--- config.mk ---
export PLATFORM = sky130hd
export DESIGN_NAME = sensor_sequencer_flat
export DESIGN_NICKNAME = d
export VERILOG_FILES = /design/src/rtl/sensor_sequencer_if.sv /design/src/rtl/sensor_sequencer.sv /design/src/flat_wrapper.sv
export SDC_FILE = /design/constraint.sdc
export NUM_CORES = 1
export LEC_CHECK = 0
export BUFFER_PORTS_ARGS = -buffer_cell sky130_fd_sc_hd__buf_2
export CAP_MARGIN = 20
export CORE_MARGIN = 8
export CORE_UTILIZATION = 51
export DETAILED_ROUTE_END_ITERATION = 16
export PLACE_DENSITY = 0.72
export SLEW_MARGIN = 20
export SYNTH_ARGS = -nofsm -noshare
export SYNTH_HDL_FRONTEND = slang
export SYNTH_SLANG_ARGS = --single-unit
--- constraint.sdc ---
create_clock -name clk -period 4.6 [get_ports clk]
set_clock_uncertainty 0.05 [all_clocks]
set_input_delay 0.69 -clock clk [delete_from_list [all_inputs] [get_ports clk]]
set_output_delay 0.69 -clock clk [all_outputs]
set_load 0.005 [all_outputs]
--- src/rtl/sensor_sequencer_if.sv ---
// Control and readout bundle between the camera controller, the sequencer
// and the downstream row readout block.
interface sensor_sequencer_if #(
  parameter int PIXEL_ARRAY_HEIGHT = 4,
  parameter int RAMP_WIDTH         = 8,
  parameter int EXPOSE_WIDTH       = 8
) ();
  logic                          start;
  logic                          continuous;
  logic [EXPOSE_WIDTH-1:0]       expose_time;
  logic                          row_ready;
  logic                          p_erase;
  logic                          p_expose;
  logic                          p_expose_clk;
  logic [PIXEL_ARRAY_HEIGHT-1:0] p_row_select;
  logic [RAMP_WIDTH-1:0]         p_dRamp;
  logic                          row_valid;
  logic                          busy;
  logic                          frame_done;

  // Controller / readout side
  modport master (
    output start, continuous, expose_time, row_ready,
    input  p_erase, p_expose, p_expose_clk, p_row_select, p_dRamp,
           row_valid, busy, frame_done
  );

  // Sequencer side
  modport slave (
    input  start, continuous, expose_time, row_ready,
    output p_erase, p_expose, p_expose_clk, p_row_select, p_dRamp,
           row_valid, busy, frame_done
  );
endinterface

--- src/rtl/sensor_sequencer.sv ---
// Pixel-array sequencer: erase, exposure, then per-row ramp conversion with
// a valid/ready handoff of each converted row. All outputs are registers.
module sensor_sequencer #(
  parameter int PIXEL_ARRAY_HEIGHT = 4,
  parameter int PIXEL_ARRAY_WIDTH  = 4,
  parameter int RAMP_WIDTH         = 8,
  parameter int EXPOSE_WIDTH       = 8,
  parameter int ERASE_CYCLES       = 5
) (
  input logic               clk,
  input logic               reset,
  sensor_sequencer_if.slave bus
);
  localparam int ROW_W   = (PIXEL_ARRAY_HEIGHT > 1) ? $clog2(PIXEL_ARRAY_HEIGHT) : 1;
  localparam int ERASE_W = (ERASE_CYCLES > 1) ? $clog2(ERASE_CYCLES) : 1;
  localparam int CNT_W   = (EXPOSE_WIDTH > ERASE_W) ? EXPOSE_WIDTH : ERASE_W;

  localparam logic [CNT_W-1:0]              ERASE_LAST = CNT_W'(ERASE_CYCLES - 1);
  localparam logic [ROW_W-1:0]              ROW_LAST   = ROW_W'(PIXEL_ARRAY_HEIGHT - 1);
  localparam logic [RAMP_WIDTH-1:0]         RAMP_MAX   = {RAMP_WIDTH{1'b1}};
  localparam logic [PIXEL_ARRAY_HEIGHT-1:0] ROW0_SEL   = PIXEL_ARRAY_HEIGHT'(1);

  // Reject parameter sets the sequencing cannot honour
  if (ERASE_CYCLES < 1) begin : g_bad_erase
    $error("ERASE_CYCLES must be at least 1");
  end
  if (PIXEL_ARRAY_WIDTH < 1) begin : g_bad_width
    $error("PIXEL_ARRAY_WIDTH must be at least 1");
  end

  typedef enum logic [2:0] {
    IDLE    = 3'd0,
    ERASE   = 3'd1,
    EXPOSE  = 3'd2,
    CONVERT = 3'd3,
    READ    = 3'd4
  } state_t;

  state_t                        state_r;
  logic [CNT_W-1:0]              cnt_r;
  logic [CNT_W-1:0]              exp_last_r;
  logic [ROW_W-1:0]              row_r;
  logic                          p_erase_r;
  logic                          p_expose_r;
  logic                          p_expose_clk_r;
  logic [PIXEL_ARRAY_HEIGHT-1:0] p_row_select_r;
  logic [RAMP_WIDTH-1:0]         p_dramp_r;
  logic                          row_valid_r;
  logic                          busy_r;
  logic                          frame_done_r;

  // Last exposure cycle index; a zero request still exposes for one cycle
  function automatic logic [CNT_W-1:0] exp_last_of(input logic [EXPOSE_WIDTH-1:0] t);
    logic [CNT_W-1:0] t_ext;
    t_ext = CNT_W'(t);
    if (t_ext == {CNT_W{1'b0}}) begin
      return {CNT_W{1'b0}};
    end else begin
      return t_ext - CNT_W'(1);
    end
  endfunction

  // Main sequencing FSM with registered outputs
  always_ff @(posedge clk or negedge reset) begin
    if (!reset) begin
      state_r        <= IDLE;
      cnt_r          <= {CNT_W{1'b0}};
      exp_last_r     <= {CNT_W{1'b0}};
      row_r          <= {ROW_W{1'b0}};
      p_erase_r      <= 1'b0;
      p_expose_r     <= 1'b0;
      p_expose_clk_r <= 1'b0;
      p_row_select_r <= {PIXEL_ARRAY_HEIGHT{1'b0}};
      p_dramp_r      <= {RAMP_WIDTH{1'b0}};
      row_valid_r    <= 1'b0;
      busy_r         <= 1'b0;
      frame_done_r   <= 1'b0;
    end else begin
      frame_done_r <= 1'b0;
      case (state_r)
        IDLE: begin
          if (bus.start) begin
            state_r    <= ERASE;
            busy_r     <= 1'b1;
            p_erase_r  <= 1'b1;
            cnt_r      <= {CNT_W{1'b0}};
            exp_last_r <= exp_last_of(bus.expose_time);
          end
        end
        ERASE: begin
          if (cnt_r == ERASE_LAST) begin
            state_r        <= EXPOSE;
            p_erase_r      <= 1'b0;
            p_expose_r     <= 1'b1;
            p_expose_clk_r <= 1'b0;
            cnt_r          <= {CNT_W{1'b0}};
          end else begin
            cnt_r <= cnt_r + CNT_W'(1);
          end
        end
        EXPOSE: begin
          if (cnt_r == exp_last_r) begin
            state_r        <= CONVERT;
            p_expose_r     <= 1'b0;
            p_expose_clk_r <= 1'b0;
            row_r          <= {ROW_W{1'b0}};
            p_row_select_r <= ROW0_SEL;
            p_dramp_r      <= {RAMP_WIDTH{1'b0}};
          end else begin
            cnt_r          <= cnt_r + CNT_W'(1);
            p_expose_clk_r <= ~p_expose_clk_r;
          end
        end
        CONVERT: begin
          // End of ramp is the all-ones code; the ramp then holds there
          if (p_dramp_r == RAMP_MAX) begin
            state_r     <= READ;
            row_valid_r <= 1'b1;
          end else begin
            p_dramp_r <= p_dramp_r + RAMP_WIDTH'(1);
          end
        end
        READ: begin
          if (bus.row_ready) begin
            row_valid_r <= 1'b0;
            p_dramp_r   <= {RAMP_WIDTH{1'b0}};
            if (row_r != ROW_LAST) begin
              state_r        <= CONVERT;
              row_r          <= row_r + ROW_W'(1);
              p_row_select_r <= p_row_select_r << 1;
            end else begin
              row_r          <= {ROW_W{1'b0}};
              p_row_select_r <= {PIXEL_ARRAY_HEIGHT{1'b0}};
              frame_done_r   <= 1'b1;
              if (bus.continuous) begin
                state_r    <= ERASE;
                p_erase_r  <= 1'b1;
                cnt_r      <= {CNT_W{1'b0}};
                exp_last_r <= exp_last_of(bus.expose_time);
              end else begin
                state_r <= IDLE;
                busy_r  <= 1'b0;
              end
            end
          end
        end
        default: begin
          state_r        <= IDLE;
          cnt_r          <= {CNT_W{1'b0}};
          row_r          <= {ROW_W{1'b0}};
          p_erase_r      <= 1'b0;
          p_expose_r     <= 1'b0;
          p_expose_clk_r <= 1'b0;
          p_row_select_r <= {PIXEL_ARRAY_HEIGHT{1'b0}};
          p_dramp_r      <= {RAMP_WIDTH{1'b0}};
          row_valid_r    <= 1'b0;
          busy_r         <= 1'b0;
        end
      endcase
    end
  end

  assign bus.p_erase      = p_erase_r;
  assign bus.p_expose     = p_expose_r;
  assign bus.p_expose_clk = p_expose_clk_r;
  assign bus.p_row_select = p_row_select_r;
  assign bus.p_dRamp      = p_dramp_r;
  assign bus.row_valid    = row_valid_r;
  assign bus.busy         = busy_r;
  assign bus.frame_done   = frame_done_r;
endmodule

--- src/flat_wrapper.sv ---
// flat-port wrapper written by rule: the top's interface ports become plain ports
module sensor_sequencer_flat 
#(
  parameter int PIXEL_ARRAY_HEIGHT = 4,
  parameter int PIXEL_ARRAY_WIDTH  = 4,
  parameter int RAMP_WIDTH         = 8,
  parameter int EXPOSE_WIDTH       = 8,
  parameter int ERASE_CYCLES       = 5
)
  (clk, reset, bus_start, bus_continuous, bus_expose_time, bus_row_ready, bus_p_erase, bus_p_expose, bus_p_expose_clk, bus_p_row_select, bus_p_dRamp, bus_row_valid, bus_busy, bus_frame_done);
  sensor_sequencer_if #(.PIXEL_ARRAY_HEIGHT(PIXEL_ARRAY_HEIGHT), .RAMP_WIDTH(RAMP_WIDTH), .EXPOSE_WIDTH(EXPOSE_WIDTH)) bus_i ();
  input logic clk;
  input logic reset;
  input wire logic [$bits(bus_i.start)-1:0] bus_start;
  input wire logic [$bits(bus_i.continuous)-1:0] bus_continuous;
  input wire logic [$bits(bus_i.expose_time)-1:0] bus_expose_time;
  input wire logic [$bits(bus_i.row_ready)-1:0] bus_row_ready;
  output wire logic [$bits(bus_i.p_erase)-1:0] bus_p_erase;
  output wire logic [$bits(bus_i.p_expose)-1:0] bus_p_expose;
  output wire logic [$bits(bus_i.p_expose_clk)-1:0] bus_p_expose_clk;
  output wire logic [$bits(bus_i.p_row_select)-1:0] bus_p_row_select;
  output wire logic [$bits(bus_i.p_dRamp)-1:0] bus_p_dRamp;
  output wire logic [$bits(bus_i.row_valid)-1:0] bus_row_valid;
  output wire logic [$bits(bus_i.busy)-1:0] bus_busy;
  output wire logic [$bits(bus_i.frame_done)-1:0] bus_frame_done;
  assign bus_i.start = bus_start;
  assign bus_i.continuous = bus_continuous;
  assign bus_i.expose_time = bus_expose_time;
  assign bus_i.row_ready = bus_row_ready;
  assign bus_p_erase = bus_i.p_erase;
  assign bus_p_expose = bus_i.p_expose;
  assign bus_p_expose_clk = bus_i.p_expose_clk;
  assign bus_p_row_select = bus_i.p_row_select;
  assign bus_p_dRamp = bus_i.p_dRamp;
  assign bus_row_valid = bus_i.row_valid;
  assign bus_busy = bus_i.busy;
  assign bus_frame_done = bus_i.frame_done;
  sensor_sequencer #(.PIXEL_ARRAY_HEIGHT(PIXEL_ARRAY_HEIGHT), .PIXEL_ARRAY_WIDTH(PIXEL_ARRAY_WIDTH), .RAMP_WIDTH(RAMP_WIDTH), .EXPOSE_WIDTH(EXPOSE_WIDTH), .ERASE_CYCLES(ERASE_CYCLES)) u_core (.clk(clk), .reset(reset), .bus(bus_i));
endmodule
; ---- Yosys cells after proc, flatten, opt, wreduce, memory -nomap -nowiden
; Index checks and enable logic that the tools add are counted.
[totals]
memories = 0
rom_bits = 0
out_inout_bits = 18
input_bits = 13
wordCells = 115
latch_bits = 0
ramBits = 0
reg_bits = 39
[classes]
n_mux = 54
n_reduce_logical = 19
n_addsub = 4
n_bitwise = 8
div_mod_pow = 0
eq_ne = 18
n_lt_le_gt_ge = 0
n_mul = 0
shifts = 0
[ops]
columns = cell, count
row1 = two-way mux 8 bit, 14
row2 = case mux 8 bit (5 select lines), 1
row3 = case mux 8 bit (4 select lines), 1
row4 = two-way mux 3 bit, 6
row5 = two-way mux 1 bit, 17
row6 = "adder 8 x 1 -> 8 bit, second input constant", 2
row7 = "!= test 2 bit, second input constant", 8
row8 = case mux 8 bit (2 select lines), 1
row9 = case mux 3 bit (5 select lines), 1
row10 = AND reduction 5 bit, 3
row11 = two-way mux 4 bit, 3
row12 = case mux 1 bit (3 select lines), 4
row13 = case mux 4 bit (3 select lines), 1
row14 = AND reduction 6 bit, 2
row15 = OR reduction 3 bit, 4
row16 = AND reduction 3 bit, 3
row17 = "== test 8 x 3 -> 1 bit, second input constant", 1
row18 = == test 8 bit, 1
row19 = "== test 8 bit, second input constant", 1
row20 = zero test 8 bit, 1
row21 = NOT 1 bit, 8
row22 = "subtractor 8 x 1 -> 8 bit, second input constant", 1
row23 = "== test 3 x 2 -> 1 bit, second input constant", 2
row24 = two-way mux 2 bit, 3
row25 = 11 further kinds, 14

; ---- Longest topological paths before layout
; Gate-level depths: netlist of run 1.
[depth]
depth_word = 6
mapped_depth = 7
ltp_nobuf = 7

; ---- Worst setup path after synthesis of run 1
; Ideal clock, no wire load.
[synth_timing]
path_type = register -> register
start = reg u_core.p_dramp_r[0], in the netlist u_core.bus.p_dRamp[0]
end = reg u_core.p_dramp_r[5], in the netlist u_core.bus.p_dRamp[5]
required_ps = 4410
path_slack_ps = 2644
n_path_buf = 0
path_stages_with_launch = 7
setup_time_ps = 140
t_arrival_ps = 1766
period_less_slack_ps = 1956
path_cell_list = dfrtp_1 ha_1 and3_1 and3_1 and3_1 a221oi_4 a31oi_1
[synth_via]
elab_chain_cells = 3
elab_cells_between_ends = 6
classes_between = add/sub (1) / eq/ne (2) / mux (2) / reduce/logical (1)
[synth_rtl]
columns = element, line_no
row1 = "start, declared", sensor_sequencer.sv:47  ; logic [RAMP_WIDTH-1:0] p_dramp_r;
row2 = "start signal, assigned", sensor_sequencer.sv:74  ; p_dramp_r <= {RAMP_WIDTH{1'b0}};
row3 = "start signal, assigned", sensor_sequencer.sv:108  ; p_dramp_r <= {RAMP_WIDTH{1'b0}};
row4 = "start signal, assigned", sensor_sequencer.sv:120  ; p_dramp_r <= p_dramp_r + RAMP_WIDTH'(1);
row5 = adder 8 x 1 -> 8 bit / == test 8 bit (equally long branches), "sensor_sequencer.sv:120, sensor_sequencer.sv:116"
row6 = two-way mux 8 bit / != test 2 bit (equally long branches), -
row7 = case mux 8 bit (4 select lines) / AND reduction 4 bit (equally long branches), -
; Parallel ways exist; a longest one is shown, timed or not. The select of a mux whose other input is x is not followed.
; A chain may end at the register's enable or synchronous reset.

; ---- Worst setup path in the final report of run 1
[layout_timing]
start = reg u_core.p_dramp_r[0], in the netlist u_core.bus.p_dRamp[0]
end = reg u_core.p_dramp_r[6], in the netlist u_core.bus.p_dRamp[6]
; The elaborated chain is that of the path after synthesis.

==> key figures, run 1 <==
STA
  • Setup TNS: 0 ps
  • Max Transition Viols Final: 0
  • Max Clk Rate: 0.463 GHz
  • # setup viols final: 0
  • Final period util: 47.0%
  • RSZ-0062 raised after global routing: false
  • Worst slew pin tran: 852 ps
  • Period minus WS final: 2160 ps
  • Final Hold Viols: 0
  • Slew Limit Headroom: 43.2%

Drt
  • First-iteration detailed-routing DRC count: 114
  • Pre-antenna DRT Iters: 4
  • Via density: 5.84
  • Post-route ant nets: 0
  • DRC: 0
  • Avg WL per Cell: 15.1 um
  • Via count: 1863
  • Drt total wl: 4810 um

Yosys
  • Unique masters post-synth: 48
  • Sequential share of the synthesized area: 43.6%
  • FF+latch count, synth: 39
  • Ranking of synthesized cells by area: dfrtp_1 (44%), o21ai_0 (4.3%), xor2_1 (3.9%)
  • Post-synth EDFFs: 0
  • Synth Flop Type: dfrtp_1
  • Area leader, netlist: dfrtp_1
  • Mean Syn Cell Area: 9.40 sq um
  • Yosys warning total: 0
  • Synth top area share: 43.6%
  • Asr flop ratio synth: 100%
  • Synthesized area: 2240 sq um
  • Mapped Nets: 257
  • Mapped Cells: 238

Final layout
  • Most frequent cells in the layout: dfrtp_1 (39), buf_2 (30), nand2_1 (23)
  • Layout cells sized above 1: 17.6%
  • N_diodes: 0
  • Commonest non-fill, non-tap cell in the layout: dfrtp_1
  • Synthesis-to-layout area growth: 12.4%
  • Fillers: 380
  • Fin nets: 285
  • Final Util: 58.5%

CTS
  • # hold bufs at CTS: 0
  • Root Driver: clkbuf_8
  • Postcts setup bufs: 0
  • Clock Latency Late Sink: 290 ps
  • Longest Clk Path Bufs: 2
  • CTS tree: done
  • Clock Sinks: 39
  • TritonCTS buffer count: 5
  • Post-CTS Resized: 0
  • Clk pin slew, worst setup/hold paths: 70 ps
  • CTS HTree Levels: 2

Pwr
  • Flop pwr share: 41.2%
  • Psw: 530 uW
  • Share of total power in the clock network: 19.2%
  • PnR Total Power: 1.31 mW
  • PD cells: 523 nW/um^2
  • Static Leak: 1.19 nW
  • Internal power: 785 uW
  • Combinational share of power: 39.6%
  • Maximum VDD drop: 256 uV
  • Net Sw Frac: 40.3%

Placed design
  • Post-DP HPWL: 3520 um
  • IO Port Bufs: 30
  • Routability cong.: 0.857

Floorplanning
  • I/O Pins: 31
  • Die width: 82.2 um
  • FP Rows: 24
  • Initial Utilization: 52.1%
  • Die Height: 82.2 um
  • Core footprint: 4290 sq um
  • Die area: 6760 sq um

Run
  • Count of maximum capacitance violations: 0

Global route
  • First-pass GRT wire length: 8480 um
  • Vias in the first global route: 1884
  • Largest net degree at the start of global routing: 40
  • Aggregate global routing overflow: 0
  • Antenna violations before repair: 0
  • Total global-route track usage: 15.7%

Hold path
  • Worst hold path class: flop to flop
  • Worst Hold Depth: 2
  • Hold path startpoint: u_core.bus.p_erase

Setup path
  • CP endpoint kind: flop
  • R2R depth: 6
  • Critical Path Source: u_core.bus.p_dRamp[0]
  • Crit path kind: flop to flop
  • RR Startpoint: u_core.bus.p_dRamp[0]
  • Setup crit start kind: flop
  • Data required time of the worst path: 4710 ps
  • Crit-path max FO: 8
  • CP arrival: 2270 ps

Status
  • Status: finished clean
## cells by family (layout without fill, tap and decap cells)
logic type	after synthesis	in the layout	synth area share, %
and+or+nand+nor	83	83	20.4
AOI/OAI and AO/OA	72	72	22.0
buffers and inverters	21	50	3.75
xor gates and xnor gates	13	13	5.09
muxes	4	4	1.85
adders and majority gates	6	6	3.36
DFF	39	39	43.6
## cell usage after synthesis (2+ instances only)
cell type  count
dfrtp_1       39
nand2_1       23
o21ai_0       19
nor2_1        18
a21oi_1       16
inv_1         11
and3_1        10
xor2_1        10
ha_1           6
nand3_1        6
a31oi_1        5
clkbuf_1       5
a22o_1         4
buf_2          4
nand2b_1       4
nor3_1         4
o211ai_1       4
o22ai_1        4
a21o_1         3
mux2i_1        3
o21a_1         3
xnor2_1        3
a211oi_1       2
and4_1         2
nand4b_1       2
nor2b_1        2
o21ai_1        2
o311ai_1       2
o41ai_1        2
or2_2          2
## final cells by class
class | instances | area, sq um | share of cell area [%]
sequential | 39 | 976 | 38.8
timing repair buffer | 30 | 150 | 5.97
inverter | 12 | 45.0 | 1.79
tap | 52 | 65.1 | 2.59
multi-input combinational | 178 | 1180 | 46.8
clock buffer | 8 | 100 | 3.98
## stage by stage
stage               setup slack, ps  hold slack [ps]  area (sq um)  std cells
floorplan                      2640              344          2240        238
global placement               2520              407          2410        311
detailed placement             2460              414          2410        311
CTS                            2460              434          2510        319
global route                   2330              452          2510        319
finish                         2440              426          2510        319
## power by group through the flow
stage,Sequential (mW),Combinational (mW),Clock (mW)
2_1_floorplan,0.510,0.410,0
3_3_place_gp,0.545,0.514,0
3_5_place_dp,0.546,0.521,0
4_1_cts,0.539,0.525,0.259
5_1_grt,0.557,0.594,0.272
6_report,0.541,0.521,0.252
## worst max-delay path, stage by stage, from the launching register on
cell      delay (ps)
dfrtp_1          420
ha_1             230
and3_1           210
and3_1           230
and3_1           240
a221oi_4         490
a31oi_1          150
## registers in the layout, indices dropped and copies added, names as in the netlist
signal and cells:
u_core.bus.busy 1, u_core.bus.frame_done 1, u_core.bus.p_dRamp 8, u_core.bus.p_erase 1, u_core.bus.p_expose 1, u_core.bus.p_expose_clk 1, u_core.bus.p_row_select 4, u_core.bus.row_valid 1
u_core.cnt_r 8, u_core.exp_last_r 8, u_core.row_r 2, u_core.state_r 3
## path summary, 6_finish.rpt
path	to	slack [ps]
min	u_core.bus.p_erase	430
max reg2reg	u_core.bus.p_dRamp[6]	2440
max in group asynchronous	u_core.row_r[0]	3510
min reg2reg	u_core.bus.p_erase	430
min in group asynchronous	u_core.bus.p_dRamp[2]	450
max	u_core.bus.p_dRamp[6]	2440
## per-layer routing
layer  vias to the layer above  GRT usage [%]  wire length (um)
li1                        919              -                 -
met1                       894           18.8              2180
met2                        43           26.3              2330
met3                         7           3.14               229
met4                         0           7.37                82
met5                         -              0                 0
Note: power is estimated with default switching activity, not from simulation.
==> run 2: changes to the inputs <==
Settings changed: PLACE_DENSITY 0.72 to 0.75.
Clock period 4.6 ns to 1.8 ns, I/O delays scaled along.
==> run 2 against run 1 <==
The run now ends with setup timing left. Power rose to 3.2 times the previous value. Critical path type unchanged. Die area stayed put. Routed wire length grew 23%. Highest routed layer unchanged. Non-clock buffer count rose by 49. Critical path depth grew 1. Sequential power up 150%. Worst hold slack worse by 260 ps. Maximum frequency is 7.3% higher. Via count rose by 13%.
==> key figures, run 2 (synthesis results as in run 1) <==
Final layout
  • Design area: 3050 sq um (+21%)
  • Commonest non-fill, non-tap cell in the layout: buf_4
  • Sequential cell area: 978 sq um (+0.26%)
  • Synthesis-to-layout area growth: 36.5%
  • Layout cells sized above 1: 37.9% (+20 points)
  • Fillers: 319 (-16%)
  • Fin nets: 335 (+18%)
  • Post-Layout Cell Count: 369 (+16%)
  • Most frequent cells in the layout: buf_4 (43), dfrtp_1 (37), buf_2 (30)
  • N_diodes: 0 (unchanged)
  • Area used by multi-input combinational logic: 1330 sq um (+13%)
  • Final Util: 71.1% (+13 points)

Setup path
  • Crit path kind: flop to flop
  • RR Startpoint: u_core.cnt_r[1]
  • CP max stage cell: or4b_4
  • Setup crit start kind: flop
  • FF-to-FF End: u_core.state_r[1]
  • Data required time of the worst path: 1950 ps (-2760 ps)
  • CP endpoint kind: flop
  • Bufs and invs on worst path: 1 (+1)
  • R2R depth: 7 (+1)
  • CP top delay family: simple AND/OR/NAND/NOR gates
  • R2r setup slk: -210 ps (-2650 ps)
  • Crit-path max FO: 4 (-4)
  • CP arrival: 2160 ps (-110 ps)
  • Worst path max stage delay: 500 ps (about the same)
  • Critical Path, Cell by Cell: inv_1 > ha_1 > or4b_4 > nand4b_1 > nor3_2 > a21oi_1 > o32ai_1

Global route
  • First-pass GRT wire length: 9200 um (+8.5%)
  • Vias in the first global route: 2025 (+7.5%)
  • Largest net degree at the start of global routing: 40 (unchanged)
  • Aggregate global routing overflow: 0 (unchanged)
  • Antenna violations before repair: 0 (unchanged)
  • Total global-route track usage: 17.2% (+1.6 points)

Pwr
  • Psw: 1.70 mW (+220%)
  • Combinational share of power: 53.1% (+14 points)
  • Net Sw Frac: 40.0% (-0.34 points)
  • Share of total power in the clock network: 15.1% (-4.1 points)
  • Internal power: 2.56 mW (+230%)
  • Flop pwr share: 31.7% (-9.5 points)
  • Maximum VDD drop: 711 uV (+180%)
  • Static Leak: 1.46 nW (+22%)
  • PD cells: 1390 nW/um^2 (+170%)

STA
  • Hold WS: 167 ps (-259 ps)
  • Max Clk Rate: 0.497 GHz (+7.3%)
  • Slew Limit Headroom: 66.0% (+23 points)
  • Post-route setup slack: -214 ps (-2650 ps)
  • Final Hold Viols: 0 (unchanged)
  • Final period util: 112% (+65 points)
  • # setup viols final: 26 (+26)
  • Max Transition Viols Final: 0 (unchanged)
  • Period minus WS final: 2010 ps (-147 ps)
  • RSZ-0062 raised after global routing: true
  • Worst slew pin tran: 510 ps (-342 ps)

Placed design
  • Pre-CTS setup slack: -138 ps (-2590 ps)
  • Routability cong.: 0.888 (+3.6%)
  • Post-DP HPWL: 3960 um (+12%)
  • IO Port Bufs: 30 (unchanged)
  • DP Area: 2680 sq um (+11%)
  • Dpl cells: 344 (+11%)

Hold path
  • Worst hold endpoint: u_core.exp_last_r[0]
  • Worst hold path class: primary input to flop
  • Worst Hold Depth: 2 (unchanged)
  • Hold path startpoint: bus_expose_time[0]

Drt
  • Via count: 2113 (+13%)
  • DRC: 0 (unchanged)
  • Post-route ant nets: 0 (unchanged)
  • Drt total wl: 5940 um (+23%)
  • First-iteration detailed-routing DRC count: 160 (+40%)
  • Via density: 5.73 (-1.9%)
  • Pre-antenna DRT Iters: 4 (unchanged)
  • Avg WL per Cell: 16.1 um (+6.7%)

Run
  • Count of maximum capacitance violations: 0 (unchanged)

Floorplanning
  • Initial Utilization: 52.1% (unchanged)
  • Die width: 82.2 um (unchanged)
  • Core footprint: 4290 sq um (unchanged)
  • I/O Pins: 31 (unchanged)
  • Die area: 6760 sq um (unchanged)
  • Die Height: 82.2 um (unchanged)
  • FP Rows: 24 (unchanged)

CTS
  • TritonCTS buffer count: 5 (unchanged)
  • Longest Clk Path Bufs: 2 (unchanged)
  • Root Driver: clkbuf_8
  • CTS HTree Levels: 2 (unchanged)
  • Clk pin slew, worst setup/hold paths: 70 ps (about the same)
  • CTS tree: done
  • Clock Sinks: 39 (unchanged)
  • Clock Latency Late Sink: 290 ps (about the same)

Status
  • Status: finished with violations
  • Failing checks: setup timing
-- run 2: cell count changes in the layout (fill, tap and decap cells not counted), sizes merged --
cell / delta
o2111ai: +1
buf: +48
dlygate4sd3: +1
-- run 2: worst reg2reg max path, cell delays in order, from the launching register on --
cell      delay, ps
dfrtp_1         410
inv_1            70
ha_1            130
or4b_4          500
nand4b_1        270
nor3_2          190
a21oi_1          80
o32ai_1         220
-- run 2: what timing repair did --
action / in CTS / in global routing
setup endpoints to repair: 26 / 26
pin swaps: 13 / 14
hold buffers: 1 / 0
resized for setup: 8 / 24
setup buffers: 6 / 9
endpoints found under the hold margin: 39 / 0
cloned: 0 / 1
-- run 2: power groups by stage --
stage | Clock [mW] | Sequential, mW | Combinational, mW
2_1_floorplan | 0 | 1.31 | 1.07
3_3_place_gp | 0 | 1.33 | 1.71
3_5_place_dp | 0 | 1.34 | 1.75
4_1_cts | 0.662 | 1.33 | 1.84
5_1_grt | 0.692 | 1.38 | 2.45
6_report | 0.643 | 1.35 | 2.26
-- run 2: cell type report --
cell class | instances | share of cell area [%]
Multi-Input combinational cell | 179 | 43.4
Tap cell | 52 | 2.13
Inverter | 12 | 1.48
Sequential cell | 39 | 32.0
Timing Repair Buffer | 79 | 17.7
Clock buffer | 8 | 3.28
-- run 2: how the worst max path moves through the flow --
stage,from,endpoint,slack [ps],cells past startpoint
2_1_floorplan,u_core.cnt_r[0],u_core.state_r[1],-10,7
3_3_place_gp,u_core.cnt_r[7],u_core.cnt_r[7],-110,7
3_5_place_dp,u_core.cnt_r[7],u_core.cnt_r[7],-140,7
4_1_cts,u_core.cnt_r[0],u_core.state_r[1],-140,7
5_1_grt,u_core.cnt_r[0],u_core.state_r[1],-290,7
6_report,u_core.cnt_r[1],u_core.state_r[1],-210,7
-- run 2: through the flow --
step           TNS (ps)  power [mW]
4_1_cts           -1240        3.83
6_report          -2840        4.26
5_1_grt           -4740        4.52
3_5_place_dp      -1840        3.09
2_1_floorplan     -39.6        2.38
3_3_place_gp      -1060        3.04
-- run 2: per-layer routing --
metal	routed length, um	GRT usage (%)
met1	2520	20.9
met5	0	0
met3	260	4.33
met2	3050	28.6
met4	110	6.84
==> run 3: changes to the inputs <==
==> constraint.sdc (replaced) <==
create_clock -name clk -period 1.8 [get_ports clk]
set_clock_uncertainty 0.05 [all_clocks]
set_input_delay 0.18 -clock clk [delete_from_list [all_inputs] [get_ports clk]]
set_output_delay 0.18 -clock clk [all_outputs]
set_load 0.005 [all_outputs]
==> run 3 against run 2 <==
The run still ends with setup timing left. Sequential share of layout area grew 1.4 points. Power decreased by 6.0%. First-iteration DRC count unchanged. Non-clock buffer count decreased by 5. Worst setup slack better by 28 ps. Critical path type unchanged.
==> key figures, run 3 (synthesis results as in run 1) <==
CTS
  • TritonCTS buffer count: 5 (unchanged)
  • Clk pin slew, worst setup/hold paths: 70 ps (about the same)
  • Clock Sinks: 39 (unchanged)
  • Root Driver: clkbuf_8
  • Clock Latency Late Sink: 290 ps (about the same)
  • CTS tree: done
  • CTS HTree Levels: 2 (unchanged)
  • Longest Clk Path Bufs: 2 (unchanged)

Floorplanning
  • Die area: 6760 sq um (unchanged)
  • Initial Utilization: 52.1% (unchanged)
  • Die Height: 82.2 um (unchanged)
  • I/O Pins: 31 (unchanged)
  • Die width: 82.2 um (unchanged)
  • Core footprint: 4290 sq um (unchanged)
  • FP Rows: 24 (unchanged)

STA
  • Final period util: 110% (-1.5 points)
  • Period minus WS final: 1990 ps (-27.8 ps)
  • Setup TNS: -1730 ps (+1100 ps)
  • RSZ-0062 raised after global routing: true
  • Max Transition Viols Final: 0 (unchanged)
  • Worst slew pin tran: 494 ps (-16.1 ps)
  • # setup viols final: 25 (-3.8%)
  • Final Hold Viols: 0 (unchanged)
  • Slew Limit Headroom: 67.1% (+1.1 points)
  • Post-route setup slack: -186 ps (+27.8 ps)
  • Max Clk Rate: 0.503 GHz (+1.4%)

Final layout
  • Most frequent cells in the layout: buf_4 (39), dfrtp_1 (37), buf_2 (30)
  • Design area: 2930 sq um (-4.1%)
  • Layout cells sized above 1: 34.3% (-3.6 points)
  • Final Util: 68.2% (-2.9 points)
  • Synthesis-to-layout area growth: 30.8%
  • Commonest non-fill, non-tap cell in the layout: buf_4
  • Fin nets: 329 (-1.8%)
  • Post-Layout Cell Count: 361 (-2.2%)
  • N_diodes: 0 (unchanged)
  • Fillers: 340 (+6.6%)

Drt
  • Via density: 5.60 (-2.3%)
  • Post-route ant nets: 0 (unchanged)
  • Drt total wl: 5640 um (-5.0%)
  • Via count: 2020 (-4.4%)
  • DRC: 0 (unchanged)
  • First-iteration detailed-routing DRC count: 160 (unchanged)
  • Avg WL per Cell: 15.6 um (-2.9%)
  • Pre-antenna DRT Iters: 4 (unchanged)

Global route
  • M1 GR Usage: 20.4% (-0.47 points)
  • First-pass GRT wire length: 9460 um (+2.8%)
  • M2 GR Usage: 31.7% (+3.1 points)
  • Vias in the first global route: 2046 (+1.0%)
  • Total global-route track usage: 17.9% (+0.70 points)
  • Antenna violations before repair: 0 (unchanged)
  • Met3 Use GR: 4.33% (unchanged)
  • Grt peak-use layer: met2
  • Largest net degree at the start of global routing: 40 (unchanged)
  • Aggregate global routing overflow: 0 (unchanged)

Placed design
  • Pre-CTS setup slack: -151 ps (-12.8 ps)
  • DP Area: 2670 sq um (-0.28%)
  • Dpl cells: 343 (-0.29%)
  • Routability cong.: 0.915 (+2.9%)
  • IO Port Bufs: 30 (unchanged)
  • Post-DP HPWL: 4090 um (+3.4%)

Pwr
  • Static Leak: 1.42 nW (-2.7%)
  • PD cells: 1370 nW/um^2 (-2.0%)
  • Maximum VDD drop: 657 uV (-7.6%)

Setup path
  • Data required time of the worst path: 1920 ps (-30 ps)
  • CP endpoint kind: flop
  • Crit-path max FO: 5 (+1)
  • Crit path kind: flop to flop
  • CP arrival: 2100 ps (-60 ps)
  • Setup crit start kind: flop

Hold path
  • Worst hold path class: primary input to flop

Run
  • Count of maximum capacitance violations: 0 (unchanged)

Status
  • Status: finished with violations
  • Failing checks: setup timing
-- run 3: changes by cell type in the layout (fill, tap and decap cells not counted), moves of 2 or more --
| cell | change |
|---|---|
| xor2_1 | +2 |
| buf_4 | -4 |
| o41ai_2 | +2 |
| o41ai_1 | -2 |
| buf_6 | -2 |
| clkbuf_8 | -2 |
| xor2_2 | -2 |
| a21oi_2 | -4 |
| a21oi_1 | +4 |
-- run 3: area by class of cell --
cell class                 instances  area, sq um  share of cell area (%)
tap                               52         65.1                    2.22
clock buffer                       6         72.6                    2.48
inverter                          12         45.0                    1.54
timing repair buffer              74          507                    17.3
sequential                        39          978                    33.4
multi-input combinational        178         1260                    43.0
-- run 3: metrics by stage --
stage	power, mW	hold slack [ps]
global placement	3.02	211
floorplan	2.38	-166
global route	4.27	77.3
detailed placement	3.09	216
finish	4.00	84.2
CTS	3.91	75.4
-- run 3: worst max-delay path, stage by stage (launching register included) --
cell and delay, ps:
dfrtp_1 400, inv_1 70, ha_2 150, or4b_4 490, o2111ai_4 250, buf_12 160
o211ai_1 80, o22ai_1 160, a21oi_1 70
-- run 3: path summary, 6_finish.rpt --
kind	slack, ps	depth (start not counted)	startpoint	endpoint
worst max-delay path	-190	8	u_core.cnt_r[0]	u_core.cnt_r[3]
worst min-delay path	80	2	bus_expose_time[0]	u_core.exp_last_r[0]
worst max register to register	-190	8	u_core.cnt_r[0]	u_core.cnt_r[3]
worst min register to register	440	2	u_core.bus.p_erase	u_core.bus.p_erase
max in group asynchronous	910	3	reset	u_core.cnt_r[2]
min in group asynchronous	420	3	reset	u_core.bus.p_dRamp[3]
-- run 3: what timing repair did --
action                     4_1_cts  5_1_grt
hold buffers                     1        0
hold endpoints to repair        39        0
setup endpoints to repair       26       26
pin swaps                       13        7
gates resized for setup         18        6
buffers inserted                 9        3
-- run 3: where the power goes --
group          leakage (nW)  switching (mW)  internal (mW)
clock network        0.0371           0.274          0.258
logic                 0.883            1.06           1.06
registers             0.499           0.228           1.11
total                  1.42            1.56           2.44
-- run 3: layer usage --
layer | part of all wire [%] | up-vias | wire [um]
li1 | - | 1006 | -
met5 | 0 | - | 0
met4 | 1.7 | 0 | 95
met1 | 42 | 953 | 2350
met2 | 52 | 52 | 2940
met3 | 4.7 | 9 | 264
